[src/rtl/aes_reg_pkg.sv]
// aes_reg_pkg: shared constants and types for the AES register controller.
// Optional key readback is enabled by defining AES_KEY_READBACK_EN.
package aes_reg_pkg;

    localparam logic [3:0] ADDR_KEY0   = 4'd0;
    localparam logic [3:0] ADDR_MSG0   = 4'd4;
    localparam logic [3:0] ADDR_CT0    = 4'd8;
    localparam logic [3:0] ADDR_SCR0   = 4'd12;
    localparam logic [3:0] ADDR_CMD    = 4'd14;
    localparam logic [3:0] ADDR_STATUS = 4'd15;

    localparam int ST_DONE = 0;
    localparam int ST_BUSY = 1;

    typedef enum logic [1:0] {
        S_IDLE,
        S_BUSY,
        S_DONE
    } state_e;

endpackage

[src/rtl/aes_reg_word.sv]
// aes_reg_word: one 32-bit bank word with per-byte-lane write enables.
// Async active-low reset clears the word.
module aes_reg_word (
    input  logic        clk_i,
    input  logic        rst_ni,
    input  logic        load_i,
    input  logic [3:0]  be_i,
    input  logic [31:0] d_i,
    output logic [31:0] q_o
);

    logic [31:0] word_q;
    logic [31:0] word_d;

    always_comb begin
        word_d = word_q;
        if (load_i) begin
            for (int b = 0; b < 4; b++) begin
                if (be_i[b]) begin
                    word_d[8*b +: 8] = d_i[8*b +: 8];
                end
            end
        end
    end

    always_ff @(posedge clk_i or negedge rst_ni) begin
        if (!rst_ni) begin
            word_q <= '0;
        end else begin
            word_q <= word_d;
        end
    end

    assign q_o = word_q;

endmodule

[src/rtl/aes_reg_ctrl.sv]
// aes_reg_ctrl: AES register bank, host/core write arbiter and run sequencer.
// Define AES_KEY_READBACK_EN to let the host read back key words 0-3.
module aes_reg_ctrl
    import aes_reg_pkg::*;
#(
    parameter int NWORDS    = 16,
    parameter int STALL_MAX = 1
) (
    input  logic         Clk,
    input  logic         Reset_n,
    input  logic         avl_cs,
    input  logic         avl_read,
    input  logic         avl_write,
    input  logic [3:0]   avl_addr,
    input  logic [3:0]   avl_byte_en,
    input  logic [31:0]  avl_writedata,
    output logic [31:0]  avl_readdata,
    output logic         avl_waitrequest,
    input  logic         core_req,
    input  logic [3:0]   core_addr,
    input  logic [3:0]   core_be,
    input  logic [31:0]  core_wdata,
    output logic         core_gnt,
    input  logic         core_done,
    output logic         aes_start,
    output logic [127:0] aes_key,
    output logic [127:0] aes_msg
);

    localparam int DW = $clog2(STALL_MAX + 2);

    state_e        state_q;
    logic [DW-1:0] deny_q;
    logic          start_q;
    logic [31:0]   rdata_q;

    logic [31:0]       words [NWORDS];
    logic [NWORDS-1:0] wr_en;
    logic [3:0]        wr_be;
    logic [31:0]       wr_data;
    logic [31:0]       rd_mux;

    logic host_wr, conflict, core_pri, host_acc;
    logic cmd_wr, cmd_start, cmd_stop;
    logic host_ok, core_ok, busy, key_rd_ok;

`ifdef AES_KEY_READBACK_EN
    assign key_rd_ok = 1'b1;
`else
    assign key_rd_ok = 1'b0;
`endif

    // Host wins a conflict until the core has been denied STALL_MAX times.
    assign host_wr         = avl_cs & avl_write;
    assign conflict        = host_wr & core_req;
    assign core_pri        = conflict & (deny_q >= DW'(STALL_MAX));
    assign core_gnt        = core_req & (~conflict | core_pri);
    assign avl_waitrequest = core_pri;
    assign host_acc        = host_wr & ~core_pri;

    assign busy      = (state_q == S_BUSY);
    assign cmd_wr    = host_acc & (avl_addr == ADDR_CMD) & avl_byte_en[0];
    assign cmd_start = cmd_wr & avl_writedata[0];
    assign cmd_stop  = cmd_wr & ~avl_writedata[0];

    assign host_ok = (avl_addr < ADDR_CMD) & ~(busy & (avl_addr < ADDR_SCR0));
    assign core_ok = (core_addr >= ADDR_CT0) & (core_addr < ADDR_SCR0);

    always_comb begin
        wr_en   = '0;
        wr_be   = avl_byte_en;
        wr_data = avl_writedata;
        if (host_acc & host_ok) begin
            wr_en[avl_addr] = 1'b1;
        end else if (core_gnt & core_ok) begin
            wr_en[core_addr] = 1'b1;
            wr_be            = core_be;
            wr_data          = core_wdata;
        end
    end

    for (genvar i = 0; i < NWORDS; i++) begin : g_word
        if (i < int'(ADDR_CMD)) begin : g_store
            aes_reg_word u_word (
                .clk_i  (Clk),
                .rst_ni (Reset_n),
                .load_i (wr_en[i]),
                .be_i   (wr_be),
                .d_i    (wr_data),
                .q_o    (words[i])
            );
        end else begin : g_none
            assign words[i] = '0;
        end
    end

    always_comb begin
        rd_mux = words[avl_addr];
        if (avl_addr == ADDR_STATUS) begin
            rd_mux          = '0;
            rd_mux[ST_BUSY] = busy;
            rd_mux[ST_DONE] = (state_q == S_DONE);
        end else if (avl_addr == ADDR_CMD) begin
            rd_mux = '0;
        end else if ((avl_addr < ADDR_MSG0) & ~key_rd_ok) begin
            rd_mux = '0;
        end
    end

    always_ff @(posedge Clk or negedge Reset_n) begin
        if (!Reset_n) begin
            state_q <= S_IDLE;
            start_q <= 1'b0;
            deny_q  <= '0;
            rdata_q <= '0;
        end else begin
            start_q <= 1'b0;
            if (avl_cs & avl_read) begin
                rdata_q <= rd_mux;
            end
            if (core_gnt) begin
                deny_q <= '0;
            end else if (conflict) begin
                deny_q <= deny_q + DW'(1);
            end
            unique case (state_q)
                S_IDLE: begin
                    if (cmd_start) begin
                        state_q <= S_BUSY;
                        start_q <= 1'b1;
                    end
                end
                S_BUSY: begin
                    if (core_done) begin
                        state_q <= S_DONE;
                    end
                end
                S_DONE: begin
                    if (cmd_start) begin
                        state_q <= S_BUSY;
                        start_q <= 1'b1;
                    end else if (cmd_stop) begin
                        state_q <= S_IDLE;
                    end
                end
                default: state_q <= S_IDLE;
            endcase
        end
    end

    assign avl_readdata = rdata_q;
    assign aes_start    = start_q;
    assign aes_key      = {words[ADDR_KEY0], words[ADDR_KEY0 + 4'd1],
                           words[ADDR_KEY0 + 4'd2], words[ADDR_KEY0 + 4'd3]};
    assign aes_msg      = {words[ADDR_MSG0], words[ADDR_MSG0 + 4'd1],
                           words[ADDR_MSG0 + 4'd2], words[ADDR_MSG0 + 4'd3]};

endmodule

[config.mk]
export PLATFORM = sky130hd
export DESIGN_NAME = aes_reg_ctrl
export DESIGN_NICKNAME = d
export VERILOG_FILES = /design/src/rtl/aes_reg_pkg.sv /design/src/rtl/aes_reg_word.sv /design/src/rtl/aes_reg_ctrl.sv
export SDC_FILE = /design/constraint.sdc
export NUM_CORES = 1
export LEC_CHECK = 0
export ABC_AREA = 1
export BUFFER_PORTS_ARGS = -buffer_cell sky130_fd_sc_hd__buf_4
export CAP_MARGIN = 20
export CORE_MARGIN = 5
export CORE_UTILIZATION = 45
export DETAILED_ROUTE_END_ITERATION = 8
export PLACE_DENSITY_LB_ADDON = 0.05
export SYNTH_ARGS = -nofsm -noshare
export SYNTH_HDL_FRONTEND = slang
export SYNTH_SLANG_ARGS = --single-unit
[constraint.sdc]
create_clock -name Clk -period 2.6 [get_ports Clk]
set_clock_uncertainty 0.15 [all_clocks]
set_input_delay 0.39 -clock Clk [delete_from_list [all_inputs] [get_ports Clk]]
set_output_delay 0.39 -clock Clk [all_outputs]
set_load 0.02 [all_outputs]
==> summary.txt, run 1 <==
====================================================================================================
Run status ............................................................................    completed
Primary FF master, synth ..............................................................      dfrtp_1
Worst Path Arrival ....................................................................      2.86 ns
Total routed wirelength ...............................................................      83.9 mm
Max transition margin .................................................................        0.632
Leading cell types by count after synthesis ........................................... nand2_1 (1667), nand3_1 (615), dfrtp_1 (485)
Die Y .................................................................................       235 um
Count of final hold-check violations ..................................................            0
Post-synthesis cell type count ........................................................           22
Post-route DRC violation count ........................................................            0
GR Overflow Total .....................................................................            0
Depth of the CTS H-tree ...............................................................            2
Crit Path Max Fanout ..................................................................           35
Die Wd ................................................................................       235 um
Clk sink count ........................................................................          485
Warning count from the yosys run ......................................................            0
Cell taking the most area after synthesis .............................................      dfrtp_1
Worst-skew pair later-pin latency .....................................................      0.62 ns
Part of the Yosys area used for sequential elements ...................................        0.531
Area overhead of the layout relative to synthesis .....................................        27.8%
Cell repeated most along the worst path ...............................................      nand2_1
Power per cell area ...................................................................  761 nW/um^2
Global-route wire length before repair ................................................       130 mm
Num rows ..............................................................................           82
Worst path max stage delay ............................................................      0.40 ns
Vias in the first global route ........................................................        22500
Top cells by area in the synthesized netlist .......................................... dfrtp_1 (53%), nand2_1 (27%), nand3_1 (13%)
Mapped Avg Cell Area ..................................................................   7.47 sq um
Number of vias per cell ...............................................................         5.37
Net switching power ...................................................................      6.95 mW
Global placer's final weighted congestion .............................................        0.894
Synthesized flop and latch total ......................................................          485
Transition at the pin with the smallest max-transition slack ..........................     0.552 ns
Portion of total power attributed to the clock network ................................        0.365
Path category of the worst min-delay check ............................................ primary input to flop
Number of filler cells placed in the layout ...........................................         4649
Post-synthesis instance area ..........................................................  22900 sq um
Share of the clock period used by the worst path ......................................        0.968
Least setup slack across all paths after layout .......................................    0.0838 ns
Register share of total power .........................................................        0.432
Unrepaired setup endpoints after global routing .......................................          yes
Data required time at the worst endpoint ..............................................      2.94 ns
Sw Ratio ..............................................................................        0.313
First-pass detailed-route iteration total .............................................            5
Half-perimeter wire length after detailed placement ...................................      59.6 mm
CP Cell Sequence ...................................................................... inv_1 > ha_1 > a21oi_4 > buf_12 > nand2_4 > nand2_1 > nand2_4 > buf_12 > nand2_1 > nand2_1 > nand2_1
Clock-pin slew reported for the worst setup and hold paths after clock tree synthesis .      0.06 ns
Crit path kind ........................................................................ flop to flop
Buffering stage count on the worst path with inverters included .......................            3
Number of I/O pins ....................................................................          378
Setup Slack @ Placement ...............................................................   -0.0990 ns
Share of cells above drive strength 1 .................................................        0.190
Antenna Violating Nets Remaining ......................................................            0
Area share of the largest cell type after synthesis ...................................        0.531
Leak ..................................................................................      16.4 nW
DRC marker count from the first detailed-route iteration ..............................         2180
Asr flop ratio synth ..................................................................         1.00
Max-slew violation count ..............................................................            0
Maximum buffer depth of the clock tree ................................................            3
Count leader, synth ...................................................................      nand2_1
Vias after detailed routing ...........................................................        22500
Floorplan Core Area ...................................................................  50200 sq um
Number of enable flip-flop cells after synthesis ......................................            0
Number of buffers inserted by port buffering ..........................................          377
TritonCTS clock tree ..................................................................          yes
Starting density of the core ..........................................................        0.456
Root Buffer ...........................................................................    clkbuf_16
Post-synthesis net count ..............................................................         3148
Number of nets in the layout ..........................................................         3549
Worst ir drop on vdd ..................................................................     0.501 mV
Min cycle time layout .................................................................      2.52 ns
Largest net degree at the start of global routing .....................................           98
Largest delay share family, worst path ................................................ simple AND/OR/NAND/NOR gates
Antenna violations before repair ......................................................            2
Setup tns final .......................................................................         0 ns
Final core occ ........................................................................        0.582
Die Outline Area ......................................................................  55400 sq um
Critical path capture point type ......................................................         flop
Logic gate share of total power .......................................................        0.203
Average wire length per cell after detail routing .....................................      20.1 um
TritonCTS Buffers .....................................................................           54
Max cap viols .........................................................................            0
Gate Count Post-Synth .................................................................         3060
Total setup violations reported at the end of the flow ................................            0
Combined global-route utilization of all metal layers .................................        0.293
Kind of start point of the critical path ..............................................         flop
Cell type of the slowest stage on the worst timing path ...............................      dfrtp_1
Internal portion of total power .......................................................      15.3 mW
Achievable clock frequency ............................................................    0.397 GHz
====================================================================================================
final timing paths:
kind                                                         from                           endpoint  slack, ns  cells past startpoint
worst max-delay path                                    deny_q[0]   g_word[1].g_store.u_word.q_o[28]       0.08                     11
worst min-delay path                               avl_byte_en[0]                          aes_start       0.08                      3
worst max register to register                          deny_q[0]   g_word[1].g_store.u_word.q_o[28]       0.08                     11
worst min register to register  g_word[12].g_store.u_word.q_o[17]  g_word[12].g_store.u_word.q_o[17]       0.32                      2
max in group asynchronous                                 Reset_n   g_word[11].g_store.u_word.q_o[6]       1.25                      3
min in group asynchronous                                 Reset_n   g_word[1].g_store.u_word.q_o[30]       0.12                      2
cells in the final DEF (no fill, tap or decap):
| cell type | instances |
|---|---|
| bufinv_16 | 5 |
| nand2_1 | 1651 |
| o31ai_1 | 1 |
| inv_2 | 10 |
| buf_8 | 1 |
| inv_6 | 2 |
| nand2_2 | 12 |
| dfrtp_1 | 485 |
| nand3_1 | 614 |
| clkinv_1 | 1 |
| buf_12 | 27 |
| dlygate4sd3_1 | 5 |
| nand2_4 | 5 |
| a21oi_2 | 1 |
| nand4_1 | 6 |
| o21ai_0 | 1 |
| nor2_1 | 16 |
| inv_16 | 1 |
| diode_2 | 3 |
| buf_4 | 504 |
| nor2_2 | 3 |
| buf_6 | 1 |
| a21oi_4 | 1 |
| nor2_4 | 11 |
| clkbuf_16 | 55 |
| ha_1 | 1 |
| clkbuf_1 | 11 |
| nor3_1 | 1 |
| clkbuf_8 | 17 |
| nand3_2 | 1 |
| o22ai_1 | 2 |
| nand2_8 | 1 |
| inv_1 | 43 |
| clkinv_2 | 8 |
| clkinvlp_4 | 1 |
kinds of logic after synthesis:
family	count (synthesis)	synth area share
flip-flops	485	0.531
adder cells (fa/ha/maj)	1	0.000547
AO/OA/AOI/OAI	6	0.00219
buffers and inverters	248	0.0476
AND/OR/NAND/NOR	2320	0.419
worst register-to-register path, cell delays in order, from the launching register on:
cell	delay (ns)
dfrtp_1	0.40
inv_1	0.07
ha_1	0.27
a21oi_4	0.11
buf_12	0.15
nand2_4	0.20
nand2_1	0.15
nand2_4	0.21
buf_12	0.26
nand2_1	0.26
nand2_1	0.12
nand2_1	0.06
power groups by stage:
stage	logic [mW]	clock network, mW	registers [mW]
3_5_place_dp	4.52	0	9.70
6_report	4.51	8.12	9.59
4_1_cts	4.54	8.23	9.58
3_3_place_gp	4.43	0	9.67
5_1_grt	4.95	8.52	9.72
2_1_floorplan	1.79	0	10.1
state kept, by name (all words and copies together), names as in the netlist:
register                   cells
avl_readdata                  32
g_word.g_store.u_word.q_o    448
deny_q                         2
aes_start                      1
state_q                        2
what timing repair did:
action                                 in CTS  in global routing
buffers inserted                            1                  2
hold buffers                                5                  0
gates resized for setup                     4                 12
endpoints found under the hold margin     257                  0
setup endpoints to repair                 125                188
gates cloned                                0                  1
pin swaps                                   1                  2
routing by layer:
metal / wire length (um) / vias up / track usage
li1: - / 10500 / -
met5: 0 / - / 0
met1: 34000 / 10900 / 0.383
met4: 3270 / 0 / 0.115
met3: 5270 / 193 / 0.0410
met2: 41400 / 868 / 0.498
metrics by stage:
step | cells | instance area [sq um] | hold slack [ns] | power [mW]
3_3_place_gp | 4068 | 27200 | 0.167 | 14.1
6_report | 4180 | 29200 | 0.0759 | 22.2
5_1_grt | 4179 | 29200 | 0.0739 | 23.2
2_1_floorplan | 3060 | 22900 | -0.0556 | 11.9
3_5_place_dp | 4068 | 27200 | 0.172 | 14.2
4_1_cts | 4174 | 29100 | 0.0401 | 22.3
area by class of cell:
type | instances | area, sq um | area share
Clock buffer | 83 | 1650 | 0.0565
Multi-Input combinational cell | 2328 | 9740 | 0.333
Antenna cell | 3 | 7.51 | 0.000257
Clock inverter | 17 | 235 | 0.00805
Tap cell | 672 | 841 | 0.0288
Timing Repair Buffer | 538 | 4400 | 0.151
Sequential cell | 485 | 12100 | 0.415
Inverter | 54 | 203 | 0.00694
(Power assumes the default switching activity.)
==> run 2: changes to the inputs <==
clock period = 2.5 ns   (was 2.6 ns; I/O delays follow)
==> run 2 against run 1 <==
Effect of this change: count of clock-buffer cells in the layout decreased by 1; combinational power rose by 5.8%; utilization is 0.23 points higher; cell count fell by 0.14%.
==> summary.txt, run 2 (synthesized netlist as in run 1, its figures left out) <==
====================================================================================================
Run status ............................................................................    completed   unchanged
Total setup violations reported at the end of the flow ................................            0   unchanged
Maximum buffer depth of the clock tree ................................................            3   unchanged
Global placer's final weighted congestion .............................................        0.924   was 0.894
Vias after detailed routing ...........................................................        22500   about the same
Number of buffers inserted by port buffering ..........................................          377   unchanged
Unrepaired setup endpoints after global routing .......................................          yes   unchanged
Antenna Violating Nets Remaining ......................................................            0   unchanged
Critical path capture point type ......................................................   output pin   was flop
Combined global-route utilization of all metal layers .................................        0.293   about the same
Data required time at the worst endpoint ..............................................      1.98 ns   was 2.94 ns
Global-route wire length before repair ................................................       130 mm   about the same
Final instance count without filler cells .............................................         4174   was 4180
GR Overflow Total .....................................................................            0   unchanged
Num rows ..............................................................................           82   unchanged
Post-route DRC violation count ........................................................            0   unchanged
TritonCTS Buffers .....................................................................           53   was 54
Cell type of the slowest stage on the worst timing path ...............................      dfrtp_1   unchanged
Vias in the first global route ........................................................        22400   was 22500
Starting density of the core ..........................................................        0.456   unchanged
Share of the clock period used by the worst path ......................................        0.974
Share of cells above drive strength 1 .................................................        0.189   was 0.190
Max cap viols .........................................................................            0   unchanged
Worst path max stage delay ............................................................      0.37 ns   was 0.40 ns
Max transition margin .................................................................        0.622   was 0.632
Min cycle time layout .................................................................      2.43 ns
Crit Path Max Fanout ..................................................................           17   was 35
Largest delay share family, worst path ................................................ buffers and inverters   was simple AND/OR/NAND/NOR gates
Setup tns final .......................................................................         0 ns   unchanged
Die Y .................................................................................       235 um   unchanged
Depth of the CTS H-tree ...............................................................            2   unchanged
Half-perimeter wire length after detailed placement ...................................      59.7 mm   was 59.6 mm
Crit path kind ........................................................................ flop to output pin   was flop to flop
Number of I/O pins ....................................................................          378   unchanged
Die Outline Area ......................................................................  55400 sq um   unchanged
Floorplan Core Area ...................................................................  50200 sq um   unchanged
Total routed wirelength ...............................................................      83.0 mm   was 83.9 mm
Flip-flop count of the largest register, all copies and words added ...................          448   unchanged
TritonCTS clock tree ..................................................................          yes   unchanged
Buffering stage count on the worst path with inverters included .......................            3   unchanged
Overall power after layout ............................................................      22.4 mW   was 22.2 mW
Most frequent standard cell in the layout excluding fill and tap cells ................      nand2_1   unchanged
CP Cell Sequence ...................................................................... inv_1 > ha_1 > a21oi_4 > buf_8 > buf_4   was inv_1 > ha_1 > a21oi_4 > buf_12 > nand2_4 > nand2_1 > nand2_4 > buf_12 > nand2_1 > nand2_1 > nand2_1
Path category of the worst min-delay check ............................................ primary input to flop   unchanged
Placed Cells incl. Taps ...............................................................         4073   was 4068
Most frequent cells in the layout ..................................................... nand2_1 (1645), nand3_1 (615), dfrtp_1 (485), buf_4 (485), clkbuf_16 (55)   was nand2_1 (1651), nand3_1 (614), buf_4 (504), dfrtp_1 (485), clkbuf_16 (55)
Least setup slack across all paths after layout .......................................    0.0658 ns   was 0.0838 ns
First-pass detailed-route iteration total .............................................            6   was 5
DRC marker count from the first detailed-route iteration ..............................         1818   was 2180
Final core occ ........................................................................        0.585   was 0.582
Worst ir drop on vdd ..................................................................     0.521 mV   was 0.501 mV
Die Wd ................................................................................       235 um   unchanged
Transition at the pin with the smallest max-transition slack ..........................     0.568 ns   was 0.552 ns
Clk sink count ........................................................................          485   unchanged
Worst-skew pair later-pin latency .....................................................      0.59 ns   was 0.62 ns
Number of filler cells placed in the layout ...........................................         4668   was 4649
Power per cell area ...................................................................  765 nW/um^2   was 761 nW/um^2
Leak ..................................................................................      16.4 nW   about the same
Antenna violations before repair ......................................................            3   was 2
Kind of start point of the critical path ..............................................         flop   unchanged
Root Buffer ...........................................................................    clkbuf_16   unchanged
Max-slew violation count ..............................................................            0   unchanged
Clock-pin slew reported for the worst setup and hold paths after clock tree synthesis .      0.06 ns   about the same
Number of vias per cell ...............................................................         5.39   was 5.37
Largest net degree at the start of global routing .....................................           96   was 98
Number of nets in the layout ..........................................................         3551   was 3549
Worst Path Arrival ....................................................................      1.91 ns   was 2.86 ns
Achievable clock frequency ............................................................    0.411 GHz
Area overhead of the layout relative to synthesis .....................................        28.3%   was 27.8%
Average wire length per cell after detail routing .....................................      19.9 um   was 20.1 um
Setup Slack @ Placement ...............................................................   -0.0891 ns   was -0.0990 ns
Count of final hold-check violations ..................................................            0   unchanged
====================================================================================================
## run 2: cell count changes in the layout (fill, tap and decap cells not counted), sizes merged
cell,before,now
buf,533,537
bufinv,5,2
clkbuf,83,82
clkinv,9,8
clkinvlp,1,0
diode,3,2
inv,56,54
nand2,1669,1668
## run 2: through the flow
| step | instance area (sq um) | hold slack [ns] |
|---|---|---|
| 3_3_place_gp | 27500 | 0.166 |
| 6_report | 29300 | 0.116 |
| 5_1_grt | 29300 | 0.107 |
| 3_5_place_dp | 27500 | 0.159 |
| 2_1_floorplan | 22900 | -0.0706 |
| 4_1_cts | 29300 | 0.0601 |
## run 2: timing repair
action,CTS,global route
gates resized for setup,9,12
pin swaps,1,0
gates cloned,0,0
buffers inserted,2,0
endpoints found under the setup margin,110,127
hold endpoints to repair,297,0
hold buffers,5,0
## run 2: path summary, 6_finish.rpt
path                       cells after the start                              start                           endpoint  slack (ns)
max                                            5                          deny_q[0]                           core_gnt        0.07
min                                            3                     avl_byte_en[0]                          aes_start        0.12
max reg2reg                                    9                          deny_q[0]   g_word[11].g_store.u_word.q_o[8]        0.10
min reg2reg                                    2  g_word[13].g_store.u_word.q_o[25]  g_word[13].g_store.u_word.q_o[25]        0.32
max in group asynchronous                      4                            Reset_n  g_word[13].g_store.u_word.q_o[25]        1.18
min in group asynchronous                      2                            Reset_n   g_word[1].g_store.u_word.q_o[30]        0.13
## run 2: worst min-delay path: cells and delay by family
kind / cells / cell delay (ns)
buffers and inverters: 1 / 0.14
and+or+nand+nor: 2 / 0.30
## run 2: per-layer routing
layer,global-route usage,part of all wire,up-vias,wire [um]
met1,0.380,0.40,10900,33200
met4,0.116,0.041,2,3430
li1,-,-,10500,-
met2,0.497,0.49,920,40700
met3,0.0437,0.067,175,5530
met5,0,0.00023,-,19
## run 2: layout make-up
class	count	area, sq um	area share
timing repair buffer	542	4720	0.161
antenna	2	5.00	0.000171
clock buffer	82	1590	0.0541
inverter	54	203	0.00691
clock inverter	10	104	0.00354
tap	672	841	0.0287
multi-input combinational	2327	9730	0.332
sequential	485	12100	0.414
## run 2: power breakdown
part           switching, mW  internal (mW)
clock network           3.17           4.53
registers              0.885           9.07
logic                   2.95           1.82
total                   7.00           15.4
==> run 3: changes to the inputs <==
CORE_MARGIN = unset   (was 5)
CTS_CLUSTER_DIAMETER = 150   (was unset)
SETUP_SLACK_MARGIN = 0.15   (was unset)
==> run 3 against run 2 <==
Effect of this change: first-iteration DRC count increased by 9.6%; sequential share of layout area decreased by 0.069 points; cell count increased by 0.67%; die area decreased by 6.7%; design area increased by 0.17%; wire length decreased by 1.1%; via count increased by 0.21%; largest cell class unchanged; critical endpoint unchanged; count of clock-buffer cells in the layout increased by 1.
==> summary.txt, run 3 (synthesized netlist as in run 1, its figures left out) <==
====================================================================================================
Run status ............................................................................    completed   unchanged
Number of cells traversed by the worst hold path ......................................            4   was 3
Achievable clock frequency ............................................................    0.441 GHz   was 0.411 GHz
Worst-skew pair later-pin latency .....................................................      0.61 ns   was 0.59 ns
Most frequent cells in the layout ..................................................... nand2_1 (1608), nand3_1 (615), buf_4 (525), dfrtp_1 (485), clkbuf_16 (56)   was nand2_1 (1645), nand3_1 (615), dfrtp_1 (485), buf_4 (485), clkbuf_16 (55)
Number of filler cells placed in the layout ...........................................         4714   was 4668
Max transition margin .................................................................        0.600   was 0.622
Worst path max stage delay ............................................................      0.36 ns   was 0.37 ns
Root Buffer ...........................................................................    clkbuf_16   unchanged
Post-route worst hold slack ...........................................................    0.0575 ns   was 0.116 ns
Largest net degree at the start of global routing .....................................           81   was 96
Floorplan Core Area ...................................................................  50200 sq um   unchanged
Path category of the worst min-delay check ............................................ primary input to flop   unchanged
Unrepaired setup endpoints after global routing .......................................           no   was yes
Antenna violations before repair ......................................................            2   was 3
Power per cell area ...................................................................  768 nW/um^2   was 765 nW/um^2
Buffering stage count on the worst path with inverters included .......................            3   unchanged
Starting density of the core ..........................................................        0.456   unchanged
Crit Path Max Fanout ..................................................................            6   was 17
Total routed wirelength ...............................................................      82.0 mm   was 83.0 mm
TritonCTS Buffers .....................................................................           54   was 53
Global-route wire length before repair ................................................       125 mm   was 130 mm
Number of buffers inserted by port buffering ..........................................          377   unchanged
Largest delay share family, worst path ................................................   flip-flops   was buffers and inverters
Max-slew violation count ..............................................................            0   unchanged
Count of final hold-check violations ..................................................            0   unchanged
Max cap viols .........................................................................            0   unchanged
Worst Path Arrival ....................................................................      1.74 ns   was 1.91 ns
Startpoint of the lowest-slack hold path .............................................. avl_byte_en[0]   unchanged
First-pass detailed-route iteration total .............................................            6   unchanged
Critical path capture point type ......................................................   output pin   unchanged
Vias after detailed routing ...........................................................        22500   about the same
Data required time at the worst endpoint ..............................................      1.98 ns   about the same
Number of nets in the layout ..........................................................         3574   was 3551
CP Cell Sequence ...................................................................... inv_1 > ha_2 > a21oi_4 > buf_12 > buf_4   was inv_1 > ha_1 > a21oi_4 > buf_8 > buf_4
Most frequent standard cell in the layout excluding fill and tap cells ................      nand2_1   unchanged
Worst hold path endpoint ..............................................................   state_q[1]   was aes_start
Cell type of the slowest stage on the worst timing path ...............................      dfrtp_1   unchanged
Clk sink count ........................................................................          485   unchanged
Die Outline Area ......................................................................  51700 sq um   was 55400 sq um
Maximum buffer depth of the clock tree ................................................            3   unchanged
Sequential standard cell area .........................................................  12100 sq um   unchanged
Depth of the CTS H-tree ...............................................................            2   unchanged
Combined global-route utilization of all metal layers .................................        0.317   was 0.293
Clock-pin slew reported for the worst setup and hold paths after clock tree synthesis .      0.06 ns   about the same
Crit path kind ........................................................................ flop to output pin   unchanged
Setup tns final .......................................................................         0 ns   unchanged
Number of I/O pins ....................................................................          378   unchanged
Global placer's final weighted congestion .............................................        0.996   was 0.924
Placed inst area ......................................................................  27100 sq um   was 27500 sq um
Average wire length per cell after detail routing .....................................      19.5 um   was 19.9 um
Worst ir drop on vdd ..................................................................     0.515 mV   was 0.521 mV
Reg-to-reg setup timing slack .........................................................      0.26 ns   was 0.10 ns
Num rows ..............................................................................           82   unchanged
Kind of start point of the critical path ..............................................         flop   unchanged
Antenna Violating Nets Remaining ......................................................            0   unchanged
Share of cells above drive strength 1 .................................................        0.207   was 0.189
Half-perimeter wire length after detailed placement ...................................      58.7 mm   was 59.7 mm
Post-route DRC violation count ........................................................            0   unchanged
Transition at the pin with the smallest max-transition slack ..........................     0.600 ns   was 0.568 ns
Post-route cell area ..................................................................  29400 sq um   was 29300 sq um
Reg-to-reg startpoint .................................................................    deny_q[1]   was deny_q[0]
Footprint of the multi-input gates ....................................................   9830 sq um   was 9730 sq um
Number of vias per cell ...............................................................         5.37   was 5.39
Leak ..................................................................................      16.5 nW   was 16.4 nW
Share of the clock period used by the worst path ......................................        0.908   was 0.974
Vias in the first global route ........................................................        21700   was 22400
Die Y .................................................................................       227 um   was 235 um
Area overhead of the layout relative to synthesis .....................................        28.5%   was 28.3%
Min cycle time layout .................................................................      2.27 ns   was 2.43 ns
GR Overflow Total .....................................................................            0   unchanged
Total setup violations reported at the end of the flow ................................            0   unchanged
TritonCTS clock tree ..................................................................          yes   unchanged
Die Wd ................................................................................       227 um   was 235 um
DRC marker count from the first detailed-route iteration ..............................         1992   was 1818
Endpoint of the worst register-to-register path ....................................... g_word[7].g_store.u_word.q_o[31]   was g_word[11].g_store.u_word.q_o[8]
Overall power after layout ............................................................      22.6 mW   was 22.4 mW
Flip-flop count of the largest register, all copies and words added ...................          448   unchanged
Number of cells on the worst reg-to-reg path ..........................................           10   was 9
====================================================================================================
## run 3: worst min-delay path: cells and delay by family
family,cells,cell delay [ns]
buf+inv,1,0.14
simple gates,3,0.27
## run 3: area by class of cell
cell class,instances,area share
sequential,485,0.413
clock inverter,16,0.00545
multi-input combinational,2327,0.335
timing repair buffer,564,0.157
tap,672,0.0286
clock buffer,83,0.0541
antenna,1,0.0000852
inverter,54,0.00690
## run 3: routing by layer
layer / share of wire / routed length, um / vias up / global-route usage
met3: 0.057 / 4710 / 144 / 0.0445
met2: 0.51 / 41500 / 833 / 0.544
met5: 0.000098 / 8 / - / 0
li1: - / - / 10600 / -
met1: 0.40 / 33000 / 11000 / 0.401
met4: 0.033 / 2740 / 2 / 0.128
## run 3: worst max-delay path by stage
stage          slack, ns  depth (start not counted)                                 to      start
5_1_grt             0.16                         10   g_word[7].g_store.u_word.q_o[24]  deny_q[0]
4_1_cts             0.08                          5                           core_gnt  deny_q[0]
3_5_place_dp        0.09                         11   g_word[10].g_store.u_word.q_o[0]     avl_cs
6_report            0.23                          5                           core_gnt  deny_q[0]
2_1_floorplan       0.50                         10  g_word[10].g_store.u_word.q_o[10]  deny_q[0]
3_3_place_gp        0.08                         11   g_word[10].g_store.u_word.q_o[0]     avl_cs
## run 3: what timing repair did
item,in CTS,in global routing
setup buffers,1,17
hold buffers,5,0
pin swaps,1,7
cloned,0,2
endpoints found under the hold margin,61,0
endpoints found under the setup margin,124,447
resized for setup,19,52
## run 3: stage by stage
step	std cells	setup WS, ns	util
3_5_place_dp	4077	0.0851	0.540
4_1_cts	4182	0.0778	0.578
5_1_grt	4202	0.161	0.586
3_3_place_gp	4077	0.0762	0.540
6_report	4202	0.231	0.586
2_1_floorplan	3060	0.504	-
## run 3: where the power goes
group          internal (mW)  total [mW]  leakage (nW)  switching, mW
combinational           1.76        4.68          9.15           2.92
sequential              9.07        9.97          6.49          0.898
clock                   4.58        7.91         0.860           3.32
total                   15.4        22.6          16.5           7.14
